`config.mk`:
```
export PLATFORM = sky130hd
export DESIGN_NAME = writeback_arbiter
export DESIGN_NICKNAME = d
export VERILOG_FILES = /design/src/rtl/wb_pkg.sv /design/src/rtl/wb_fifo.sv /design/src/rtl/writeback_arbiter.sv
export SDC_FILE = /design/constraint.sdc
export NUM_CORES = 1
export LEC_CHECK = 0
export CORE_ASPECT_RATIO = 0.6
export CORE_UTILIZATION = 40
export DETAILED_ROUTE_END_ITERATION = 7
export GPL_ROUTABILITY_DRIVEN = 0
export PLACE_DENSITY = 0.68
export SYNTH_ARGS = -nofsm -noshare
export SYNTH_HDL_FRONTEND = slang
export SYNTH_SLANG_ARGS = --single-unit
```
`constraint.sdc`:
```
create_clock -name clk -period 6.13 [get_ports clk]
set_clock_uncertainty 0.1 [all_clocks]
set_input_delay 0.613 -clock clk [delete_from_list [all_inputs] [get_ports clk]]
set_output_delay 0.613 -clock clk [all_outputs]
set_load 0.005 [all_outputs]
```
`src/rtl/wb_pkg.sv`:
```
// Shared writeback definitions: register-address width and the result entry type
// exchanged between the LSU, decode and the writeback arbiter.
package wb_pkg;

   localparam int unsigned REG_ADDR_W = 5;
   localparam int unsigned NUM_REGS   = 32;
   localparam int unsigned WIDTH      = 32;

   typedef struct packed {
      logic [REG_ADDR_W-1:0] rd;
      logic [WIDTH-1:0]      data;
   } wb_entry_t;

endpackage

```
`src/rtl/wb_fifo.sv`:
```
// Synchronous FIFO for buffered LSU results. Count is registered; ready is a
// registered !full so the producer handshake has no combinational input path.
module wb_fifo #(
   parameter int unsigned DEPTH = 4,
   parameter int unsigned EW    = 37
) (
   input  logic          clk,
   input  logic          rst,
   input  logic          push,
   input  logic          pop,
   input  logic [EW-1:0] din,
   output logic          ready,
   output logic          empty,
   output logic [EW-1:0] head
);

   localparam int unsigned PW = $clog2(DEPTH);

   logic [EW-1:0] mem_q [DEPTH];
   logic [PW-1:0] wptr_q, rptr_q;
   logic [PW:0]   count_q, count_d;
   logic          ready_q;
   logic          full;
   logic          do_push, do_pop;

   assign full    = (count_q == (PW+1)'(DEPTH));
   assign empty   = (count_q == '0);
   assign do_push = push && !full;
   assign do_pop  = pop && !empty;
   assign head    = mem_q[rptr_q];
   assign ready   = ready_q;

   always_comb begin
      count_d = count_q;
      if (do_push && !do_pop) begin
         count_d = count_q + 1'b1;
      end else if (do_pop && !do_push) begin
         count_d = count_q - 1'b1;
      end
   end

   always_ff @(posedge clk) begin
      if (rst) begin
         wptr_q  <= '0;
         rptr_q  <= '0;
         count_q <= '0;
         ready_q <= 1'b0;
      end else begin
         if (do_push) wptr_q <= wptr_q + 1'b1;
         if (do_pop)  rptr_q <= rptr_q + 1'b1;
         count_q <= count_d;
         ready_q <= (count_d != (PW+1)'(DEPTH));
      end
   end

   // Storage needs no reset: entries are only read while count is non-zero.
   always_ff @(posedge clk) begin
      if (do_push) mem_q[wptr_q] <= din;
   end

endmodule

```
`src/rtl/writeback_arbiter.sv`:
```
// Register-file write-port arbiter: ALU results take priority over buffered LSU
// results; a busy scoreboard tracks destinations of outstanding long-latency ops.
module writeback_arbiter
   import wb_pkg::REG_ADDR_W;
   import wb_pkg::NUM_REGS;
#(
   parameter int unsigned WIDTH = 32,
   parameter int unsigned DEPTH = 4
) (
   input  logic                  clk,
   input  logic                  rst,
   input  logic                  alu_valid,
   input  logic [REG_ADDR_W-1:0] alu_rd,
   input  logic [WIDTH-1:0]      alu_data,
   input  logic                  lsu_valid,
   output logic                  lsu_ready,
   input  logic [REG_ADDR_W-1:0] lsu_rd,
   input  logic [WIDTH-1:0]      lsu_data,
   input  logic                  issue_valid,
   input  logic [REG_ADDR_W-1:0] issue_rd,
   input  logic [REG_ADDR_W-1:0] rs1addr,
   input  logic [REG_ADDR_W-1:0] rs2addr,
   output logic                  rs1_busy,
   output logic                  rs2_busy,
   output logic                  enw,
   output logic [REG_ADDR_W-1:0] rdaddr,
   output logic [WIDTH-1:0]      rddata
);

   localparam int unsigned EW = REG_ADDR_W + WIDTH;

   logic                  fifo_empty;
   logic [EW-1:0]         fifo_head;
   logic [REG_ADDR_W-1:0] head_rd;
   logic [WIDTH-1:0]      head_data;

   logic                  enw_q, out_lsu_q;
   logic [REG_ADDR_W-1:0] rdaddr_q;
   logic [WIDTH-1:0]      rddata_q;
   logic [NUM_REGS-1:0]   busy_q, busy_d;

   wb_fifo #(
      .DEPTH (DEPTH),
      .EW    (EW)
   ) u_fifo (
      .clk   (clk),
      .rst   (rst),
      .push  (lsu_valid && lsu_ready),
      .pop   (!alu_valid),
      .din   ({lsu_rd, lsu_data}),
      .ready (lsu_ready),
      .empty (fifo_empty),
      .head  (fifo_head)
   );

   assign head_rd   = fifo_head[EW-1 -: REG_ADDR_W];
   assign head_data = fifo_head[WIDTH-1:0];

   // x0 results are still consumed from their source but never written.
   always_ff @(posedge clk) begin
      if (rst) begin
         enw_q     <= 1'b0;
         rdaddr_q  <= '0;
         rddata_q  <= '0;
         out_lsu_q <= 1'b0;
      end else if (alu_valid) begin
         enw_q     <= (alu_rd != '0);
         rdaddr_q  <= alu_rd;
         rddata_q  <= alu_data;
         out_lsu_q <= 1'b0;
      end else if (!fifo_empty) begin
         enw_q     <= (head_rd != '0);
         rdaddr_q  <= head_rd;
         rddata_q  <= head_data;
         out_lsu_q <= 1'b1;
      end else begin
         enw_q     <= 1'b0;
         out_lsu_q <= 1'b0;
      end
   end

   // Clear on the LSU commit edge, then set, so a same-edge re-issue stays busy.
   always_comb begin
      busy_d = busy_q;
      if (enw_q && out_lsu_q) busy_d[rdaddr_q] = 1'b0;
      if (issue_valid && (issue_rd != '0)) busy_d[issue_rd] = 1'b1;
      busy_d[0] = 1'b0;
   end

   always_ff @(posedge clk) begin
      if (rst) begin
         busy_q <= '0;
      end else begin
         busy_q <= busy_d;
      end
   end

   assign rs1_busy = busy_q[rs1addr];
   assign rs2_busy = busy_q[rs2addr];
   assign enw      = enw_q;
   assign rdaddr   = rdaddr_q;
   assign rddata   = rddata_q;

endmodule
```
=== After elaboration in Yosys (flattened, before gate mapping) ===
Memory sizes are Yosys's and may differ from the RTL's. A register that Yosys moved wholly into a read port is not among the register bits.
Index checks and enable logic that the tools add are counted.

* Bitwise gates (word level): 3
* $add $sub $neg: 4
* Multiplexer cells: 23
* Reduce and logical (&&, ||, !) cells: 19
* $lt $le $gt $ge: 6
* Equality and inequality tests: 3

{| class="wikitable"
|+ Operators by type and width
! kind !! count
|-
| 32-bit 2-to-1 mux || 4
|-
| 32-bit AND || 1
|-
| 32-bit NOT || 1
|-
| 32-bit bitwise OR || 1
|-
| 5-bit by 6-bit < comparator with 1-bit output (second input constant) || 4
|-
| 5-bit nonzero test || 3
|-
| 1-bit binary-select mux with 5-bit select || 2
|-
| 1-bit demux with 5-bit select || 2
|-
| 5-bit by 1-bit greater-or-equal comparator with 1-bit output (second input constant) || 2
|-
| 5-bit 2-to-1 mux || 2
|-
| 1-bit logical AND || 9
|-
| 1-bit 2-to-1 mux || 9
|-
| 3-bit 2-to-1 mux || 2
|-
| 1-bit logical NOT || 5
|-
| 2-bit by 1-bit adder with 2-bit output (second input constant) || 2
|-
| 2-bit 2-to-1 mux || 2
|-
| 3-bit by 1-bit adder with 3-bit output (second input constant) || 1
|-
| 3-bit equality test (second input constant) || 1
|-
| 3-bit logical NOT || 1
|-
| 3-bit != test (second input constant) || 1
|-
| 3-bit by 1-bit subtractor with 3-bit output (second input constant) || 1
|-
| 2-bit != test (second input constant) || 1
|-
| 2-bit OR reduction || 1
|}

* Output and inout bits: 41
* Logic and storage cells: 69
* Memories kept: 1
* Input bits: 94
* Register bits: 79
* Memory bits (writable): 148

{| class="wikitable"
|+ Memory list
! name !! depth !! bits a word !! rd ports !! clocked after Yosys merged registers in !! wr ports !! line !! source
|-
| u_fifo.mem_q || 4 || 37 || 1 || 1 || 1 || wb_fifo.sv:19 || <nowiki>logic [EW-1:0] mem_q [DEPTH];</nowiki>
|}

=== Longest topological paths before layout ===
Gate-level depths: netlist of run 1.

* Word-level depth: 9
* Mapped depth: 8
* Depth with buffers taken out: 7

=== Hierarchy ===
A second synthesis of run 1 with hierarchy kept.

* Cells, all modules: 710
* Area total of the unflattened synthesis: 9512.9 um2

{| class="wikitable"
|+ Modules (own cells, without submodules)
! module !! area an instance (um2) !! instances !! sequential area each (um2) !! cells an instance
|-
| wb_fifo || 5923.2 || 1 || 4644.5 || 261
|-
| writeback_arbiter || 3589.7 || 1 || 1401.3 || 449
|}

=== Least setup slack after synthesis of run 1 ===
No wires, ideal clock.

* Path type: input to output
* Start point: input port rs1addr[1]
* End point: output port rs1_busy
* Slack: 3.562 ns
* Required time: 5.417 ns
* Path buffers: 1
* Arrival time: 1.855 ns
* Cell stages on the path: 5
* Cell sequence: buf_2 mux4_2 mux2_2 a21oi_1 o21ai_0

* Word-level cells in the longest chain between the ends: 2

{| class="wikitable"
|+ RTL lines
! element !! line !! source
|-
| from (decl) || writeback_arbiter.sv:21 || <nowiki>input logic [REG_ADDR_W-1:0] rs1addr,</nowiki>
|-
| 1-bit binary-select mux with 5-bit select || writeback_arbiter.sv:98 || <nowiki>assign rs1_busy = busy_q[rs1addr];</nowiki>
|-
| 1-bit 2-to-1 mux (implied by the code) || writeback_arbiter.sv:98 ||
|-
| to (decl) || writeback_arbiter.sv:23 || <nowiki>output logic rs1_busy,</nowiki>
|}

Every way passes these cells. The select of a mux whose other input is x is not followed.

=== Final worst setup path of run 1 ===
Ends and elaborated chain as after synthesis.

==> results of run 1 <==
## power by group
part	total, mW	switching (mW)	internal, mW	leakage (nW)
clock	1.42	0.567	0.855	0.369
combinational	0.921	0.466	0.454	1.57
sequential	1.99	0.149	1.84	2.01
## worst reg2reg max path, stage by stage (launching register included)
cell and delay [ps]:
dfxtp_1 330, inv_1 100, ha_1 210, nor2b_4 910, o2111ai_1 290, a2bb2oi_1 210, xor2_1 180, a211o_1 310
## metrics by stage
step	setup WS [ps]	cell area [µm²]	utilization, %
5_1_grt	2190	11700	52.0
2_1_floorplan	3560	9330	-
3_5_place_dp	2370	10900	48.6
4_1_cts	2370	11700	52.0
3_3_place_gp	2410	10900	48.6
6_report	2370	11700	52.0
## flip-flops by register name, summed over array words and instances, names as in the netlist, named ones only
name            cells
u_fifo.ready        1
rdaddr              5
u_fifo.wptr_q       2
u_fifo.rptr_q       2
rddata             32
u_fifo.mem_q      148
busy_q             31
u_fifo.count_q      3
enw                 1
out_lsu_q           1
## per-layer routing
layer | part of all wire (%) | vias to the layer above | wire length, µm | track usage (%)
met2 | 40 | 254 | 8680 | 25.1
met3 | 9.1 | 34 | 1950 | 5.24
met1 | 49 | 2977 | 10400 | 28.0
met5 | 0.13 | - | 27 | 0
met4 | 1.7 | 4 | 355 | 3.80
li1 | - | 2821 | - | -
## kinds of logic (layout without fill, tap and decap cells)
family          count (synthesis)  count (layout)  synth area share (%)
flops                         228             228                  64.8
compound gates                159             159                  10.3
simple gates                  144             144                  7.12
buf+inv                        84             216                  3.55
mux                            57              57                  12.7
fa+ha+maj                       7               7                 0.939
xor+xnor                        5               5                 0.617
other cells                     0               2                     0
## placed cells by master (no fill, tap or decap), drive strengths merged, types with 4 or more instances in the layout
cell / instances
clkdlybuf4s50: 132
a21oi: 77
inv: 40
ha: 7
nor3b: 6
nor3: 4
mux2i: 7
nor2b: 4
dfxtp: 80
nand3b: 4
clkbuf: 27
clkinv: 8
a221oi: 32
nor2: 19
o21ai: 38
and2: 4
and3: 4
edfxtp: 148
bufinv: 4
nand2: 84
buf: 4
mux4: 49
## worst max-delay path by stage
| stage | startpoint | to | depth (start not counted) |
|---|---|---|---|
| after global routing | rs1addr[1] | rs1_busy | 6 |
| after CTS | rs1addr[1] | rs1_busy | 6 |
| final | rs1addr[1] | rs1_busy | 6 |
| after global placement | rs1addr[1] | rs1_busy | 6 |
| after floorplan | rs1addr[1] | rs1_busy | 5 |
| after detailed placement | rs1addr[1] | rs1_busy | 6 |
## final cells by class
class | count | area, µm²
diodes | 2 | 5.00
clock inverters | 13 | 168
well taps | 308 | 385
multi-input cells | 372 | 2970
fillers | 1914 | 10800
repair buffers | 136 | 1350
flip-flops and latches | 228 | 6050
clock buffers | 27 | 591
inverters | 40 | 150
==> results.cfg, run 1 <==
[floorplan]
fp.dieW_um = 199
coreArea_um2 = 22400
dieArea_um2 = 24000
rows = 42
boundaryPins = 135
start_util_pct = 41.6
die_h_um = 120

[critical_path]
cp_top_family = buffers and inverters
crit_slowest_cell = clkdlybuf4s50_1
crit_top_cell = clkdlybuf4s50_1
crit-reg2reg-capture = u_fifo.ready
crit_buf_inv = 2
crit_arrival_ps = 3040
path_max_fanout = 10
end_kind = output pin
path_class = in2out
path_cells = clkdlybuf4s50_1 > mux4_2 > mux2_2 > a21oi_1 > o21ai_0 > clkdlybuf4s50_1
r2r-start = u_fifo.count_q[1]
cp.required_ps = 5420
r2r_cells = 7
critPathMaxStageDelay_ps = 830
start_kind = input pin
rrSetupSlack_ps = 3370

[power]
total_power_mw = 4.33
ir_drop_mv = 0.206
leakage_nw = 3.94
powerDensity_nw_per_um2 = 372

[finish]
finalNonFillerCells = 1126
nets = 901
area_delta_synth_final_pct = 25.0
drive_above_1_share_pct = 11.9

[hold_path]
worstHoldStart = busy_q[27]
hp-class = reg2reg
worstHoldPathCells = 2
min_to = busy_q[27]

[synthesis]
ys_seq_area_share_pct = 64.8
synth-async-reset-ratio_pct = 0
syn_area_per_cell_um2 = 13.6
postSynthCellCount = 684
synth_cell_types = 44
ys_warn_count = 0
ys_ff_latch = 228
synth_largest_area_cell = edfxtp_1
synth_fp_nets = 785
synth_flop_cell = edfxtp_1
synth_edf_count = 148
synth_common_cells = edfxtp_1, nand2_1, dfxtp_1
synth_area_um2 = 9330
synthTopCellsByArea = edfxtp_1, dfxtp_1, mux4_2
netlist.area_leader.share_pct = 47.6
synth.most_common_cell = edfxtp_1

[timing]
slew_headroom_pct = 9.91
setup_tns_ps = 0
setup_violations = 0
hold_viol_final = 0
min_period_over_period_pct = 61.3
slew_viol_final = 0
whs_ps = 419
rsz0062_at_grt = false
worst-slew-pin-transition_ps = 1350
period_minus_slack_ps = 3760
maxClockFrequency_ghz = 0.266

[detailed_routing]
routedWlPerCell_um = 19.0
detail_route.iter0.violations = 559
drc = 0
first_pass_iters = 5
ant_nets = 0
detail_route.vias_per_cell = 5.41
vias = 6090
wl_um = 21400

[placement]
port_buffers = 134
place_inst = 1084
place_hpwl_um = 13900

[global_routing]
grt_pass1_vias = 5791
overflow = 0
grt_max_degree = 80
gr-usage-all-layers_pct = 18.2
grt_pass1_wl_um = 33000
grt_antenna_before_repair = 4

[clocking]
post_cts_resized = 0
root_buffer = clkbuf_16
cts_num_sinks = 228
clkSlewWorstSetupHoldPaths_ps = 60
cts_setup_buffers = 0
worstSkewPairLatency_ps = 500
cts_buffer_depth = 3
cts_max_level = 1
cts_made_buffers = 22
cts_tree = built
ctsHoldBuffers = 0

[run]
drv_cap = 0

[outcome]
status = complete, no violations
No activity file was read; power rests on OpenSTA's default activity.
==> inputs of run 2 (changes only) <==
- clock period: 6.13 -> 3.9 ns (I/O delays scaled with it)
==> run 2 against run 1 <==
Effect of this change: sequential power up 55%; global-route usage up 1.1 points; sequential share of layout area about the same.
==> results.cfg, run 2 (synthesis results as in run 1) <==
[outcome]
status = complete, no violations

[power]
seqPwrFrac_pct = 46.1
internal-power_mw = 4.81
ir_drop_mv = 0.311
swShare_pct = 28.2
pwr-share-comb_pct = 22.7
switching_power_mw = 1.89
p_clk_share_pct = 31.2
leakage_nw = 3.97
powerDensity_nw_per_um2 = 575
total_power_mw = 6.71

[floorplan]
coreArea_um2 = 22400
start_util_pct = 41.6
rows = 42
fp.dieW_um = 199
die_h_um = 120
boundaryPins = 135
dieArea_um2 = 24000

[clocking]
cts_setup_buffers = 0
root_buffer = clkbuf_16
cts_max_level = 1
ctsHoldBuffers = 0
post_cts_resized = 0
cts_tree = built
cts_buffer_depth = 3
clkSlewWorstSetupHoldPaths_ps = 60
cts_num_sinks = 228
cts_made_buffers = 22
worstSkewPairLatency_ps = 510

[finish]
largest_reg_flops = 148
drive_above_1_share_pct = 13.2
fill_cells = 1895
area_delta_synth_final_pct = 25.1
mostFrequentLayoutCell = edfxtp_1
largest-register = u_fifo.mem_q
mostFrequentLayoutCells = edfxtp_1, clkdlybuf4s50_1, nand2_1
nets = 909
final_area_um2 = 11700

[timing]
hold_viol_final = 0
worst_slack_ps = 577
whs_ps = 348
slew_viol_final = 0
setup_tns_ps = 0
worst-slew-pin-transition_ps = 1360
period_minus_slack_ps = 3320
min_period_over_period_pct = 85.2
slew_headroom_pct = 8.94
maxClockFrequency_ghz = 0.301
rsz0062_at_grt = false
setup_violations = 0

[global_routing]
gr-usage-all-layers_pct = 19.3
grt_max_degree = 45
grt_antenna_before_repair = 2
grt_pass1_vias = 5992
overflow = 0
grt_pass1_wl_um = 35000

[critical_path]
end_kind = output pin
crit_top_cell = clkdlybuf4s50_1
path_class = in2out
cp_top_family = buffers and inverters
crit_slowest_cell = clkdlybuf4s50_1
cp.required_ps = 3410
path_cells = clkdlybuf4s50_1 > mux4_2 > mux2_2 > a21oi_1 > o21ai_0 > clkdlybuf4s50_1
start_kind = input pin
path_max_fanout = 10
critPathMaxStageDelay_ps = 850
crit_arrival_ps = 2830
crit_buf_inv = 2

[detailed_routing]
routedWlPerCell_um = 20.0
detail_route.iter0.violations = 630
ant_nets = 0
vias = 6204
first_pass_iters = 6
drc = 0
detail_route.vias_per_cell = 5.48
wl_um = 22700

[placement]
port_buffers = 134
place_ws_ps = 561
dpl_cell_area_um2 = 11000
place_hpwl_um = 15200

[run]
drv_cap = 0

[hold_path]
hp-class = in2reg
[run 2: changes by cell type in the layout (fill, tap and decap cells not counted), sizes merged]
cell    delta
inv        +1
diode      -1
clkbuf     +2
bufinv     -3
buf        +8
[run 2: worst paths after layout]
| kind | start | to | slack, ps | depth (start not counted) |
|---|---|---|---|---|
| worst max-delay path | rs1addr[1] | rs1_busy | 580 | 6 |
| worst min-delay path | alu_data[22] | rddata[22] | 350 | 3 |
| worst max register to register | u_fifo.count_q[0] | u_fifo.mem_q[3][1] | 1280 | 6 |
| worst min register to register | busy_q[19] | busy_q[19] | 410 | 2 |
[run 2: stage by stage]
stage               util (%)  cells
CTS                     52.0   1132
global placement        48.8   1092
finish                  52.0   1133
global route            52.0   1133
floorplan                  -    684
detailed placement      48.8   1092
[run 2: final cells by class]
class / instances / area, µm² / share of cell area, %
Antenna cell: 1 / 2.50 / 0.0214
Clock buffer: 29 / 614 / 5.26
Clock inverter: 11 / 96.3 / 0.825
Inverter: 40 / 150 / 1.29
Multi-Input combinational cell: 372 / 2970 / 25.4
Sequential cell: 228 / 6050 / 51.8
Tap cell: 308 / 385 / 3.30
Timing Repair Buffer: 144 / 1410 / 12.0
[run 2: per-layer routing]
layer  global-route usage (%)  vias up  wire length, µm
met5                        0        -               12
met4                     3.89        2              325
met3                     6.86       34             2270
met2                     26.4      259             9150
met1                     29.2     3079            10900
li1                         -     2830                -
[run 2: power groups by stage]
stage          clock (mW)  sequential [mW]  combinational, mW
3_5_place_dp            0             3.15               1.54
4_1_cts              2.13             3.10               1.55
6_report             2.09             3.09               1.52
3_3_place_gp            0             3.14               1.52
5_1_grt              2.24             3.13               1.68
2_1_floorplan           0             3.03               1.02
[run 2: worst reg2reg max path, cell delays in order (launching register included)]
cell and delay [ps]:
dfxtp_1 360, inv_1 80, ha_1 230, nand2_1 100
and3_1 390, and2_2 680, buf_4 370
